===== src/rtl/eth_pkg.sv =====
`default_nettype none
// ============================================================================
//  Module      : eth_pkg
//  Description : Shared definitions for the RMII receive path: FSM state
//                encoding, RMII line symbols, CRC-32 constants and the
//                default video frame size.
//  Revision    : 1.0  initial release
// ============================================================================
package eth_pkg;

    typedef enum logic [2:0] {
        IDLE     = 3'd0,
        PREAMBLE = 3'd1,
        HEADER   = 3'd2,
        PAYLOAD  = 3'd3,
        DROP     = 3'd4,
        FINISH   = 3'd5
    } fsm_state_t;

    localparam logic [1:0]  PREAMBLE_DIBIT = 2'b01;
    localparam logic [1:0]  SFD_DIBIT      = 2'b11;

    // The CRC register is kept in non-reflected bit order (shift-left LFSR
    // fed LSB first), so the good-frame residue appears as C704DD7B.
    localparam logic [31:0] CRC_POLY       = 32'h04C1_1DB7;
    localparam logic [31:0] CRC_INIT       = 32'hFFFF_FFFF;
    localparam logic [31:0] CRC_RESIDUE    = 32'hC704_DD7B;

    localparam int          FRAME_PIXELS   = 320 * 240;

endpackage : eth_pkg
`default_nettype wire


===== src/rtl/eth_unpacker_if.sv =====
`default_nettype none
// ============================================================================
//  Module      : eth_unpacker_if
//  Description : RMII receive inputs plus the unpacked byte-stream outputs.
//                slave  : the unpacker (consumes RMII, drives stream)
//                master : the environment (drives RMII, observes stream)
//  Ports       : crsdv, rxd            - RMII carrier/data-valid and dibit
//                axiov, axiod          - payload byte strobe and data
//                pixel_addr            - frame-buffer address of axiod
//                frame_done            - last pixel of a frame
//                packet_done, crc_ok   - end-of-packet and FCS result
//                err_count             - saturating bad/dropped packet count
//  Revision    : 1.0  initial release
// ============================================================================
interface eth_unpacker_if #(
    parameter int ADDR_W = 17
);
    logic              crsdv;
    logic [1:0]        rxd;
    logic              axiov;
    logic [7:0]        axiod;
    logic [ADDR_W-1:0] pixel_addr;
    logic              frame_done;
    logic              packet_done;
    logic              crc_ok;
    logic [7:0]        err_count;

    modport slave (
        input  crsdv, rxd,
        output axiov, axiod, pixel_addr, frame_done, packet_done, crc_ok, err_count
    );

    modport master (
        output crsdv, rxd,
        input  axiov, axiod, pixel_addr, frame_done, packet_done, crc_ok, err_count
    );
endinterface : eth_unpacker_if
`default_nettype wire


===== src/rtl/crc32_byte.sv =====
`default_nettype none
// ============================================================================
//  Module      : crc32_byte
//  Description : Byte-wide Ethernet CRC-32 (poly 04C11DB7, reflected input,
//                init all-ones, no output inversion). Data bits enter LSB
//                first into a shift-left register.
//  Ports       : clk   - clock
//                rst   - asynchronous active-low reset
//                clear - reload CRC_INIT (wins over valid)
//                valid - absorb data this cycle
//                data  - input byte
//                crc   - current CRC register
//  Revision    : 1.0  initial release
// ============================================================================
module crc32_byte (
    input  wire logic        clk,
    input  wire logic        rst,
    input  wire logic        clear,
    input  wire logic        valid,
    input  wire logic [7:0]  data,
    output logic      [31:0] crc
);
    import eth_pkg::*;

    logic [31:0] r_crc;
    logic [31:0] w_crc_nxt;

    always_comb begin
        w_crc_nxt = r_crc;
        for (int i = 0; i < 8; i++) begin
            if (w_crc_nxt[31] ^ data[i]) begin
                w_crc_nxt = {w_crc_nxt[30:0], 1'b0} ^ CRC_POLY;
            end else begin
                w_crc_nxt = {w_crc_nxt[30:0], 1'b0};
            end
        end
    end

    always_ff @(posedge clk or negedge rst) begin
        if (!rst) begin
            r_crc <= CRC_INIT;
        end else if (clear) begin
            r_crc <= CRC_INIT;
        end else if (valid) begin
            r_crc <= w_crc_nxt;
        end
    end

    assign crc = r_crc;

endmodule : crc32_byte
`default_nettype wire


===== src/rtl/eth_unpacker.sv =====
`default_nettype none
// ============================================================================
//  Module      : eth_unpacker
//  Description : RMII receiver. Finds preamble/SFD, assembles LSB-first
//                dibits into bytes, drops the MAC header, holds back the
//                4-byte FCS through a delay line, checks CRC-32 and emits
//                payload bytes with a wrapping frame-buffer address.
//  Ports       : clk  - 50 MHz RMII reference clock
//                rst  - asynchronous active-low reset
//                bus  - eth_unpacker_if.slave (RMII in, byte stream out)
//  Revision    : 1.0  initial release
// ============================================================================
module eth_unpacker #(
    parameter int HEADER_BYTES = 14,
    parameter int MIN_PREAMBLE = 28,
    parameter int FRAME_PIXELS = eth_pkg::FRAME_PIXELS,
    parameter int ADDR_W       = 17
) (
    input  wire logic      clk,
    input  wire logic      rst,
    eth_unpacker_if.slave  bus
);
    import eth_pkg::*;

    localparam int                PRE_W     = $clog2(MIN_PREAMBLE + 1);
    localparam int                CNT_W     = $clog2(HEADER_BYTES + 5);
    // Byte counter saturates here: from this count on every release is payload
    localparam logic [CNT_W-1:0]  CNT_FULL  = CNT_W'(HEADER_BYTES + 4);
    localparam logic [CNT_W-1:0]  CNT_DLY   = CNT_W'(4);
    localparam logic [PRE_W-1:0]  PRE_MIN   = PRE_W'(MIN_PREAMBLE);
    localparam logic [ADDR_W-1:0] ADDR_LAST = ADDR_W'(FRAME_PIXELS - 1);

    fsm_state_t        r_state;
    fsm_state_t        w_state_nxt;

    logic              w_crsdv;
    logic [1:0]        w_rxd;
    logic              r_crsdv_q;
    logic [PRE_W-1:0]  r_pre_cnt;
    logic [1:0]        r_dib_cnt;
    logic [5:0]        r_shift;
    logic [CNT_W-1:0]  r_byte_cnt;
    logic [7:0]        r_dly [4];
    logic [ADDR_W-1:0] r_addr;

    logic              r_axiov;
    logic [7:0]        r_axiod;
    logic [ADDR_W-1:0] r_pixel_addr;
    logic              r_frame_done;
    logic [7:0]        r_err_count;

    logic              w_eoc;
    logic              w_in_data;
    logic              w_take;
    logic              w_byte_done;
    logic [7:0]        w_byte;
    logic              w_release;
    logic              w_emit;
    logic              w_crc_good;
    logic              w_err_inc;
    logic [31:0]       w_crc;

    assign w_crsdv     = bus.crsdv;
    assign w_rxd       = bus.rxd;

    // Two consecutive low cycles end the carrier; a lone low cycle is the
    // RMII mid-frame toggle and its dibit is ignored.
    assign w_eoc       = !w_crsdv && !r_crsdv_q;
    assign w_in_data   = (r_state == HEADER) || (r_state == PAYLOAD);
    assign w_take      = w_in_data && w_crsdv;
    assign w_byte_done = w_take && (r_dib_cnt == 2'd3);
    assign w_byte      = {w_rxd, r_shift};
    // Oldest entry leaves only when a fifth byte arrives, so the trailing
    // four bytes (the FCS) never get out.
    assign w_release   = w_byte_done && (r_byte_cnt >= CNT_DLY);
    assign w_emit      = w_release && (r_byte_cnt == CNT_FULL);
    assign w_crc_good  = (w_crc == CRC_RESIDUE) && (r_dib_cnt == 2'd0)
                         && (r_byte_cnt == CNT_FULL);

    crc32_byte u_crc (
        .clk   (clk),
        .rst   (rst),
        .clear (!w_in_data),
        .valid (w_byte_done),
        .data  (w_byte),
        .crc   (w_crc)
    );

    always_ff @(posedge clk or negedge rst) begin
        if (!rst) begin
            r_state <= IDLE;
        end else begin
            r_state <= w_state_nxt;
        end
    end

    always_comb begin
        w_state_nxt = r_state;
        w_err_inc   = 1'b0;
        case (r_state)
            IDLE: begin
                if (w_crsdv) begin
                    w_state_nxt = (w_rxd == PREAMBLE_DIBIT) ? PREAMBLE : DROP;
                end
            end
            PREAMBLE: begin
                if (w_crsdv) begin
                    if (w_rxd == PREAMBLE_DIBIT) begin
                        w_state_nxt = PREAMBLE;
                    end else if ((w_rxd == SFD_DIBIT) && (r_pre_cnt >= PRE_MIN)) begin
                        w_state_nxt = HEADER;
                    end else begin
                        w_state_nxt = DROP;
                    end
                end else if (!r_crsdv_q) begin
                    w_state_nxt = DROP;
                end
            end
            HEADER: begin
                if (w_eoc) begin
                    w_state_nxt = FINISH;
                end else if (w_emit) begin
                    w_state_nxt = PAYLOAD;
                end
            end
            PAYLOAD: begin
                if (w_eoc) begin
                    w_state_nxt = FINISH;
                end
            end
            DROP: begin
                if (w_eoc) begin
                    w_state_nxt = IDLE;
                    w_err_inc   = 1'b1;
                end
            end
            FINISH: begin
                w_state_nxt = IDLE;
                w_err_inc   = !w_crc_good;
            end
            default: begin
                w_state_nxt = IDLE;
            end
        endcase
    end

    always_ff @(posedge clk or negedge rst) begin
        if (!rst) begin
            r_crsdv_q    <= 1'b0;
            r_pre_cnt    <= '0;
            r_dib_cnt    <= 2'd0;
            r_shift      <= '0;
            r_byte_cnt   <= '0;
            for (int i = 0; i < 4; i++) begin
                r_dly[i] <= 8'h00;
            end
            r_addr       <= '0;
            r_axiov      <= 1'b0;
            r_axiod      <= 8'h00;
            r_pixel_addr <= '0;
            r_frame_done <= 1'b0;
            r_err_count  <= 8'h00;
        end else begin
            r_crsdv_q <= w_crsdv;

            // IDLE preloads 1 so the dibit that leaves IDLE is counted
            if (r_state == IDLE) begin
                r_pre_cnt <= PRE_W'(1);
            end else if ((r_state == PREAMBLE) && w_crsdv && (w_rxd == PREAMBLE_DIBIT)
                         && (r_pre_cnt != '1)) begin
                r_pre_cnt <= r_pre_cnt + 1'b1;
            end

            // Counters hold through FINISH so the verdict can see a partial
            // byte or a short packet, then clear.
            if (!w_in_data) begin
                r_dib_cnt  <= 2'd0;
                r_shift    <= '0;
                r_byte_cnt <= '0;
            end else if (w_take) begin
                r_dib_cnt <= r_dib_cnt + 2'd1;
                case (r_dib_cnt)
                    2'd0:    r_shift[1:0] <= w_rxd;
                    2'd1:    r_shift[3:2] <= w_rxd;
                    2'd2:    r_shift[5:4] <= w_rxd;
                    default: ;
                endcase
                if (w_byte_done && (r_byte_cnt != CNT_FULL)) begin
                    r_byte_cnt <= r_byte_cnt + 1'b1;
                end
            end

            if (w_byte_done) begin
                r_dly[0] <= w_byte;
                for (int i = 1; i < 4; i++) begin
                    r_dly[i] <= r_dly[i-1];
                end
            end

            r_axiov      <= w_emit;
            r_frame_done <= w_emit && (r_addr == ADDR_LAST);
            if (w_emit) begin
                r_axiod      <= r_dly[3];
                r_pixel_addr <= r_addr;
                r_addr       <= (r_addr == ADDR_LAST) ? '0 : r_addr + 1'b1;
            end

            if (w_err_inc && (r_err_count != 8'hFF)) begin
                r_err_count <= r_err_count + 8'd1;
            end
        end
    end

    assign bus.axiov       = r_axiov;
    assign bus.axiod       = r_axiod;
    assign bus.pixel_addr  = r_pixel_addr;
    assign bus.frame_done  = r_frame_done;
    assign bus.packet_done = (r_state == FINISH);
    assign bus.crc_ok      = (r_state == FINISH) && w_crc_good;
    assign bus.err_count   = r_err_count;

endmodule : eth_unpacker
`default_nettype wire


===== src/flat_wrapper.sv =====
// flat-port wrapper written by rule: the top's interface ports become plain ports
module eth_unpacker_flat import eth_pkg::*;
#(
    parameter int HEADER_BYTES = 14,
    parameter int MIN_PREAMBLE = 28,
    parameter int FRAME_PIXELS = eth_pkg::FRAME_PIXELS,
    parameter int ADDR_W       = 17
)
  (clk, rst, bus_crsdv, bus_rxd, bus_axiov, bus_axiod, bus_pixel_addr, bus_frame_done, bus_packet_done, bus_crc_ok, bus_err_count);
  eth_unpacker_if #(.ADDR_W(ADDR_W)) bus_i ();
  input  wire logic clk;
  input  wire logic rst;
  input wire logic [$bits(bus_i.crsdv)-1:0] bus_crsdv;
  input wire logic [$bits(bus_i.rxd)-1:0] bus_rxd;
  output wire logic [$bits(bus_i.axiov)-1:0] bus_axiov;
  output wire logic [$bits(bus_i.axiod)-1:0] bus_axiod;
  output wire logic [$bits(bus_i.pixel_addr)-1:0] bus_pixel_addr;
  output wire logic [$bits(bus_i.frame_done)-1:0] bus_frame_done;
  output wire logic [$bits(bus_i.packet_done)-1:0] bus_packet_done;
  output wire logic [$bits(bus_i.crc_ok)-1:0] bus_crc_ok;
  output wire logic [$bits(bus_i.err_count)-1:0] bus_err_count;
  assign bus_i.crsdv = bus_crsdv;
  assign bus_i.rxd = bus_rxd;
  assign bus_axiov = bus_i.axiov;
  assign bus_axiod = bus_i.axiod;
  assign bus_pixel_addr = bus_i.pixel_addr;
  assign bus_frame_done = bus_i.frame_done;
  assign bus_packet_done = bus_i.packet_done;
  assign bus_crc_ok = bus_i.crc_ok;
  assign bus_err_count = bus_i.err_count;
  eth_unpacker #(.HEADER_BYTES(HEADER_BYTES), .MIN_PREAMBLE(MIN_PREAMBLE), .FRAME_PIXELS(FRAME_PIXELS), .ADDR_W(ADDR_W)) u_core (.clk(clk), .rst(rst), .bus(bus_i));
endmodule

===== config.mk =====
export PLATFORM = sky130hd
export DESIGN_NAME = eth_unpacker_flat
export DESIGN_NICKNAME = d
export VERILOG_FILES = /design/src/rtl/eth_pkg.sv /design/src/rtl/eth_unpacker_if.sv /design/src/rtl/crc32_byte.sv /design/src/rtl/eth_unpacker.sv /design/src/flat_wrapper.sv
export SDC_FILE = /design/constraint.sdc
export NUM_CORES = 1
export LEC_CHECK = 0
export BUFFER_PORTS_ARGS = -buffer_cell sky130_fd_sc_hd__buf_2
export CAP_MARGIN = 20
export CORE_MARGIN = 3
export CORE_UTILIZATION = 60
export DETAILED_ROUTE_END_ITERATION = 10
export PLACE_DENSITY = 0.79
export SYNTH_ARGS = -nofsm -noshare
export SYNTH_HDL_FRONTEND = slang
export SYNTH_HIERARCHICAL = 1
export SYNTH_SLANG_ARGS = --single-unit
export TNS_END_PERCENT = 30

===== constraint.sdc =====
create_clock -name clk -period 2.7 [get_ports clk]
set_clock_uncertainty 0.1 [all_clocks]
set_input_delay 0.405 -clock clk [delete_from_list [all_inputs] [get_ports clk]]
set_output_delay 0.405 -clock clk [all_outputs]
set_load 0.05 [all_outputs]

==> results.toml, run 1 <==
[status]
status = "finished with violations"
violations = "negative setup slack"

[layout]
multi_input_area_um2 = 3390
antenna_cells = 0
nNetsFinal = 753
fillers = 751
syn_to_final_growth_pct = 16.4
fin_util = 0.735
seqCellArea_um2 = 3490
final_cells = 888
drive_gt1_frac = 0.213

[global_route]
grt_antenna_before_repair = 0
first_global_vias = 5144
grt_pass1_wl_um = 25400
grt_use_total = 0.248
gr-total-overflow = 0
grt_max_degree = 49

[sta]
tns_ns = -0.0988
finalSetupViolCount = 1
min_period_ns = 2.80
fmaxAchievable_mhz = 357
setup_ws_ns = -0.0988
fin_crit_sh = 1.04
rsz0062_at_grt = "yes"
hold_viol_final = 0
slew_headroom = 0.435
worstMarginPinSlew_ns = 0.841
final_max_slew_viol_count = 0

[min_path]
hold_start = "bus_rxd[1]"
min_path_type = "input pin to flop"
worstHoldPathCells = 3
holdPathEnd = "u_core/r_dly[31]"

[drt]
drc = 0
first_pass_iters = 5
routed_via_density = 5.69
final_antenna_net_count = 0
totalWireLength_um = 15000
wl_per_cell_um = 16.9
dr_total_vias = 5055
drt_iter0_markers = 472

[logic_synthesis]
ys_ff_latch = 138
yosysSeqAreaShare = 0.497
async_reset_ff_frac = 1.00
avgSynthCellArea_um2 = 10.3
synth_area_um2 = 7030
synth_edf_count = 0
syn_inst = 683
synthFlopType = "dfrtp_1"
syn_nets = 700
ys_warn_count = 6
synthDistinctLibCells = 61

[clocking]
clockRootBuffer = "clkbuf_16"
cts.path.max_buffers = 2
cts_tree = "built"
clk_latency_ns = 0.42
clk_pin_slew_worst_paths_ns = 0.06
cts_buffers = 17
h-tree-depth = 4
clock-sinks = 138

[power]
p_sw_frac = 0.262
pwr-share-seq = 0.399
p_int_w = 0.00414
cellPowerDensity_nw_per_um2 = 686
netSwitchingPower_w = 0.00147
pwr-share-clk = 0.458
comb_power_share = 0.143
p_leak_nw = 4.00
ir_worst_vdd_v = 0.000677

[critical_path]
cp.required_ns = 2.19
critPathCaptureType = "output pin"
cp.arrival_ns = 2.29
r2r_start = "u_core/u_crc/crc[12]"
path_class = "flop to output pin"
worst_r2r_endpoint = "u_core/bus.err_count[1]"
ff2ff_path_depth = 6
start_kind = "flop"
r2r_setup_slack_ns = 0.26
crit_fanout = 2

[place]
dpl.cell_count = 850
gp_congestion = 0.923
dp_hpwl_um = 9870
port_buffers = 41

[floorplan]
row_count = 38
start_util = 0.631
die_area_um2 = 13000
die_h_um = 114
ios = 42
die_w_um = 114
core_area_um2 = 11100

[flow_run]
cap_violations = 0
[final cells by class]
type / count / area share
clock buffer: 21 / 0.0575
clock inverter: 10 / 0.0231
inverter: 14 / 0.00688
multi-input combinational: 501 / 0.414
sequential: 138 / 0.427
tap: 140 / 0.0214
timing repair buffer: 64 / 0.0496
[critical path, cell delays in order, from the launching register on]
cell and delay [ns]:
dfstp_2 0.53, nand4b_1 0.14, or4_1 0.54, or3_4 0.41
nor2_4 0.10, buf_6 0.16
[Yosys cell counts (2+ instances only)]
library cell | n | area, µm²
or3_1 | 3 | 18.8
o21ai_0 | 10 | 50.1
nor2b_1 | 14 | 87.6
buf_2 | 5 | 25.0
xnor3_1 | 16 | 360
xor2_1 | 18 | 158
ha_1 | 12 | 150
xnor2_4 | 3 | 82.6
nor4bb_1 | 2 | 20.0
o21ai_1 | 4 | 20.0
nor3_1 | 12 | 60.1
nand4b_1 | 3 | 26.3
nand2_1 | 195 | 732
xor3_1 | 2 | 47.6
inv_1 | 11 | 41.3
nor2_1 | 37 | 139
xor2_2 | 2 | 32.5
clkbuf_1 | 21 | 78.8
xnor2_2 | 9 | 146
dfstp_2 | 32 | 841
buf_6 | 2 | 22.5
xnor2_1 | 39 | 342
dfrtp_1 | 106 | 2650
nor4_1 | 2 | 12.5
nand3_1 | 21 | 105
o21bai_1 | 3 | 22.5
a211o_1 | 18 | 158
and3_1 | 6 | 37.5
mux2i_1 | 5 | 50.1
and4_1 | 2 | 17.5
nand4_1 | 11 | 68.8
nand2b_1 | 6 | 37.5
a21oi_1 | 23 | 115
[logic make-up after synthesis]
family / share of synthesized area
DFF: 0.497
xor gates and xnor gates: 0.170
buffers and inverters: 0.0276
muxes: 0.0109
adders and majority gates: 0.0214
and+or+nand+nor: 0.208
AOI/OAI and AO/OA: 0.0652
[power groups by stage]
| stage | combinational, W | clock [W] | sequential [W] |
|---|---|---|---|
| after floorplan | 0.000504 | 0 | 0.00234 |
| after global routing | 0.000865 | 0.00271 | 0.00225 |
| after CTS | 0.000805 | 0.00261 | 0.00223 |
| after global placement | 0.000758 | 0 | 0.00226 |
| after detailed placement | 0.000784 | 0 | 0.00227 |
| final | 0.000802 | 0.00257 | 0.00224 |
[layout by cell type, fill, tap and decap left out, types with 10 or more instances in the layout]
cell / n
xor2_1: 18
a21oi_1: 23
clkbuf_16: 17
dfrtp_1: 106
buf_4: 21
nor2_1: 36
a211o_1: 18
xnor2_1: 39
o21ai_0: 10
nor2b_1: 14
nand3_1: 21
nand4_1: 11
dfstp_2: 32
nand2_1: 195
ha_1: 11
buf_2: 39
xnor3_1: 16
nor3_1: 12
[flip-flops by register name (all words and copies together) (netlist names), 6 cells and up]
signal and flops:
u_core/r_dly 32, u_core/bus.axiod 8, u_core/r_addr 17, u_core/bus.pixel_addr 17
u_core/r_shift 6, u_core/u_crc/crc 32, u_core/bus.err_count 8
[what timing repair did]
item / in CTS / in global routing
endpoints found under the setup margin: 1 / 1
pin swaps: 2 / 2
buffers inserted: 5 / 1
resized for setup: 10 / 2
hold buffers: 1 / 0
hold endpoints to repair: 45 / 0
[through the flow]
stage	hold WS [ns]	setup WS, ns	total power, W	cell area [µm²]
finish	0.253	-0.0988	0.00561	8180
detailed placement	0.261	0.133	0.00305	7410
global route	0.249	-0.152	0.00582	8180
CTS	0.227	-0.0628	0.00565	8160
global placement	0.255	0.177	0.00302	7410
floorplan	0.00941	0.113	0.00285	7030
[worst max path at each step]
| stage | startpoint | endpoint | slack, ns | cells after the start |
|---|---|---|---|---|
| 2_1_floorplan | u_core/r_dib_cnt[0] | bus_crc_ok | 0.11 | 7 |
| 3_3_place_gp | u_core/r_dib_cnt[0] | bus_crc_ok | 0.18 | 7 |
| 3_5_place_dp | u_core/r_dib_cnt[0] | bus_crc_ok | 0.13 | 7 |
| 4_1_cts | u_core/u_crc/crc[12] | bus_crc_ok | -0.06 | 5 |
| 5_1_grt | u_core/u_crc/crc[12] | bus_crc_ok | -0.15 | 5 |
| 6_report | u_core/u_crc/crc[12] | bus_crc_ok | -0.1 | 5 |
[per-layer routing]
layer / track usage / part of all wire / up-vias
li1: - / - / 2382
met1: 0.316 / 0.42 / 2504
met2: 0.409 / 0.51 / 140
met3: 0.0603 / 0.049 / 29
met4: 0.0998 / 0.020 / 0
met5: 0 / 0 / -
Power figures use the tool's default switching activity.
==> run 2: changes to the inputs <==
--- a/config.mk
+++ b/config.mk
@@ -5,11 +5,14 @@
 export SDC_FILE = /design/constraint.sdc
 export NUM_CORES = 1
 export LEC_CHECK = 0
+export ABC_AREA = 1
 export BUFFER_PORTS_ARGS = -buffer_cell sky130_fd_sc_hd__buf_2
 export CAP_MARGIN = 20
 export CORE_MARGIN = 3
 export CORE_UTILIZATION = 60
+export CTS_CLUSTER_DIAMETER = 80
 export DETAILED_ROUTE_END_ITERATION = 10
+export HOLD_SLACK_MARGIN = 0.15
 export PLACE_DENSITY = 0.79
 export SYNTH_ARGS = -nofsm -noshare
 export SYNTH_HDL_FRONTEND = slang
==> results.toml, run 2 <==
[layout]
syn_to_final_growth_pct = 13.4
final_cell_mix = "nand2_1 (333), inv_1 (137), dfrtp_1 (106)"
nNetsFinal = 1053
final_common_cell = "nand2_1"
fillers = 968
antenna_cells = 0
drive_gt1_frac = 0.138

[drt]
drt_iter0_markers = 611
drc = 0
totalWireLength_um = 16700
first_pass_iters = 8
routed_via_density = 5.26
dr_total_vias = 6401
wl_per_cell_um = 13.7
final_antenna_net_count = 0

[sta]
rsz0062_at_grt = "no"
final_max_slew_viol_count = 0
fmaxAchievable_mhz = 404
hold_viol_final = 0
finalSetupViolCount = 0
whs_ns = 0.288
fin_crit_sh = 0.917
slew_headroom = 0.664
min_period_ns = 2.48
tns_ns = 0
worstMarginPinSlew_ns = 0.503

[floorplan]
die_area_um2 = 14000
ios = 42
core_area_um2 = 12200
row_count = 40
die_h_um = 118
start_util = 0.621
die_w_um = 118

[power]
ir_worst_vdd_v = 0.000403
p_leak_nw = 4.52
cellPowerDensity_nw_per_um2 = 577

[logic_synthesis]
syn_inst = 983
synth_edf_count = 0
yosysSeqAreaShare = 0.462
synthDistinctLibCells = 44
synth_common_cells = "nand2_1 (333), inv_1 (137), dfrtp_1 (106), nor2_1 (65), nand3_1 (59)"
ys_ff_latch = 138
synthTopCellsByArea = "dfrtp_1 (35%), nand2_1 (17%), dfstp_2 (11%), inv_1 (6.8%), xor2_1 (4.8%)"
async_reset_ff_frac = 1.00
synthFlopType = "dfrtp_1"
syn_nets = 1000
synth_top_area_frac = 0.351
synth_top_cell_by_area = "dfrtp_1"
synth_most_common_cell = "nand2_1"
ys_warn_count = 6
synth_area_um2 = 7560
avgSynthCellArea_um2 = 7.69

[critical_path]
worst_r2r_endpoint = "u_core/bus.pixel_addr[13]"
cp_common_cell = "nor2_1"
cp.arrival_ns = 1.97
path_depth = 9
slowest_stage = "dfrtp_1"
crit_fanout = 4
worstSetupEndpoint = "bus_crc_ok"
critPathCaptureType = "output pin"
critPathMaxStageDelay_ns = 0.40
r2r_setup_slack_ns = 0.54
path_delay_family = "simple AND/OR/NAND/NOR gates"
crit_buf_inv = 2
path_class = "flop to output pin"
crit_chain = "inv_1 -> ha_1 -> nand2_1 -> nor2_1 -> nand2_1 -> nor2_1 -> nand3_1 -> nor2_1 -> buf_2"
cp-startpoint = "u_core/r_byte_cnt[0]"
start_kind = "flop"
cp.required_ns = 2.19
r2r_start = "u_core/r_byte_cnt[0]"
ff2ff_path_depth = 8

[global_route]
grt_pass1_wl_um = 28600
grt_use_total = 0.251
grt_max_degree = 57
first_global_vias = 6098
gr-total-overflow = 0
grt_antenna_before_repair = 0

[place]
dp_hpwl_um = 11600
port_buffers = 41
gp_congestion = 0.884

[clocking]
h-tree-depth = 4
cts_hold_buf = 2
clockRootBuffer = "clkbuf_16"
clk_latency_ns = 0.41
cts_tree = "built"
ctsResizeCount = 0
cts_setup_buffers = 0
clk_pin_slew_worst_paths_ns = 0.06
cts_buffers = 17
cts.path.max_buffers = 2
clock-sinks = 138

[status]
status = "complete, no violations"

[flow_run]
cap_violations = 0

[min_path]
min_path_type = "input pin to flop"
hold_start = "bus_rxd[0]"
[run 2: cell count changes in the layout (fill, tap and decap cells not counted), sizes merged, moves of 10 or more]
cell and change:
xor2 +23, a211o -18, nand3 +42, xnor3 -15
nand2 +148, buf -10, o22ai +15, nor2 +30
nand4 +11, nor2b -14, o21ai +61, xnor2 -45
a21oi -16, inv +127
[run 2: how the worst min path moves through the flow]
stage                          endpoint  slack, ns  depth (start not counted)
floorplan           u_core/bus.axiod[0]      0.009                          0
global placement       u_core/bus.axiov       0.29                          1
detailed placement     u_core/bus.axiov       0.29                          1
CTS                    u_core/r_dly[30]       0.27                          3
global route           u_core/r_dly[30]       0.27                          3
finish                 u_core/r_dly[30]       0.29                          3
[run 2: cells by family (layout without fill, tap and decap cells)]
logic type      count (synthesis)  after routing  share of synthesized area
compound gates                104            104                     0.0733
xor+xnor                       50             50                     0.0642
fa+ha+maj                      12             12                     0.0199
buf+inv                       162            227                     0.0843
flops                         138            138                      0.462
simple gates                  517            517                      0.296
[run 2: worst register-to-register path: cells and delay by family, from the launching register on]
| family | cells | cell delay [ns] |
|---|---|---|
| buffers and inverters | 3 | 0.68 |
| DFF | 1 | 0.40 |
| adders and majority gates | 1 | 0.20 |
| and+or+nand+nor | 3 | 0.61 |
| AOI/OAI and AO/OA | 1 | 0.06 |
[run 2: metrics by stage]
stage,cell area [µm²],total power [W],util,setup slack [ns],cells
global route,8570,0.00516,0.704,0.0580,1216
floorplan,7560,0.00257,-,0.335,983
CTS,8570,0.00499,0.704,0.197,1216
finish,8570,0.00494,0.704,0.223,1216
global placement,7980,0.00273,0.656,0.659,1183
detailed placement,7980,0.00273,0.656,0.594,1183
[run 2: area by class of cell]
type	instances	area, µm²	share of cell area
multi-input cells	683	3430	0.400
flip-flops and latches	138	3490	0.408
clock buffers	20	447	0.0521
repair buffers	55	334	0.0390
well taps	168	210	0.0245
clock inverters	11	124	0.0145
inverters	141	532	0.0621
[run 2: where the power goes]
part | internal, W | total (W) | switching [W] | leakage (nW)
clock network | 0.00138 | 0.00224 | 0.000861 | 0.272
logic | 0.000131 | 0.000517 | 0.000386 | 2.54
registers | 0.00212 | 0.00219 | 0.0000656 | 1.71
total | 0.00363 | 0.00494 | 0.00131 | 4.52
[run 2: routing by layer]
metal	global-route usage	vias up	share of wire
met3	0.0450	27	0.053
li1	-	3191	-
met5	0	-	0
met2	0.406	198	0.47
met4	0.101	0	0.018
met1	0.336	2985	0.46
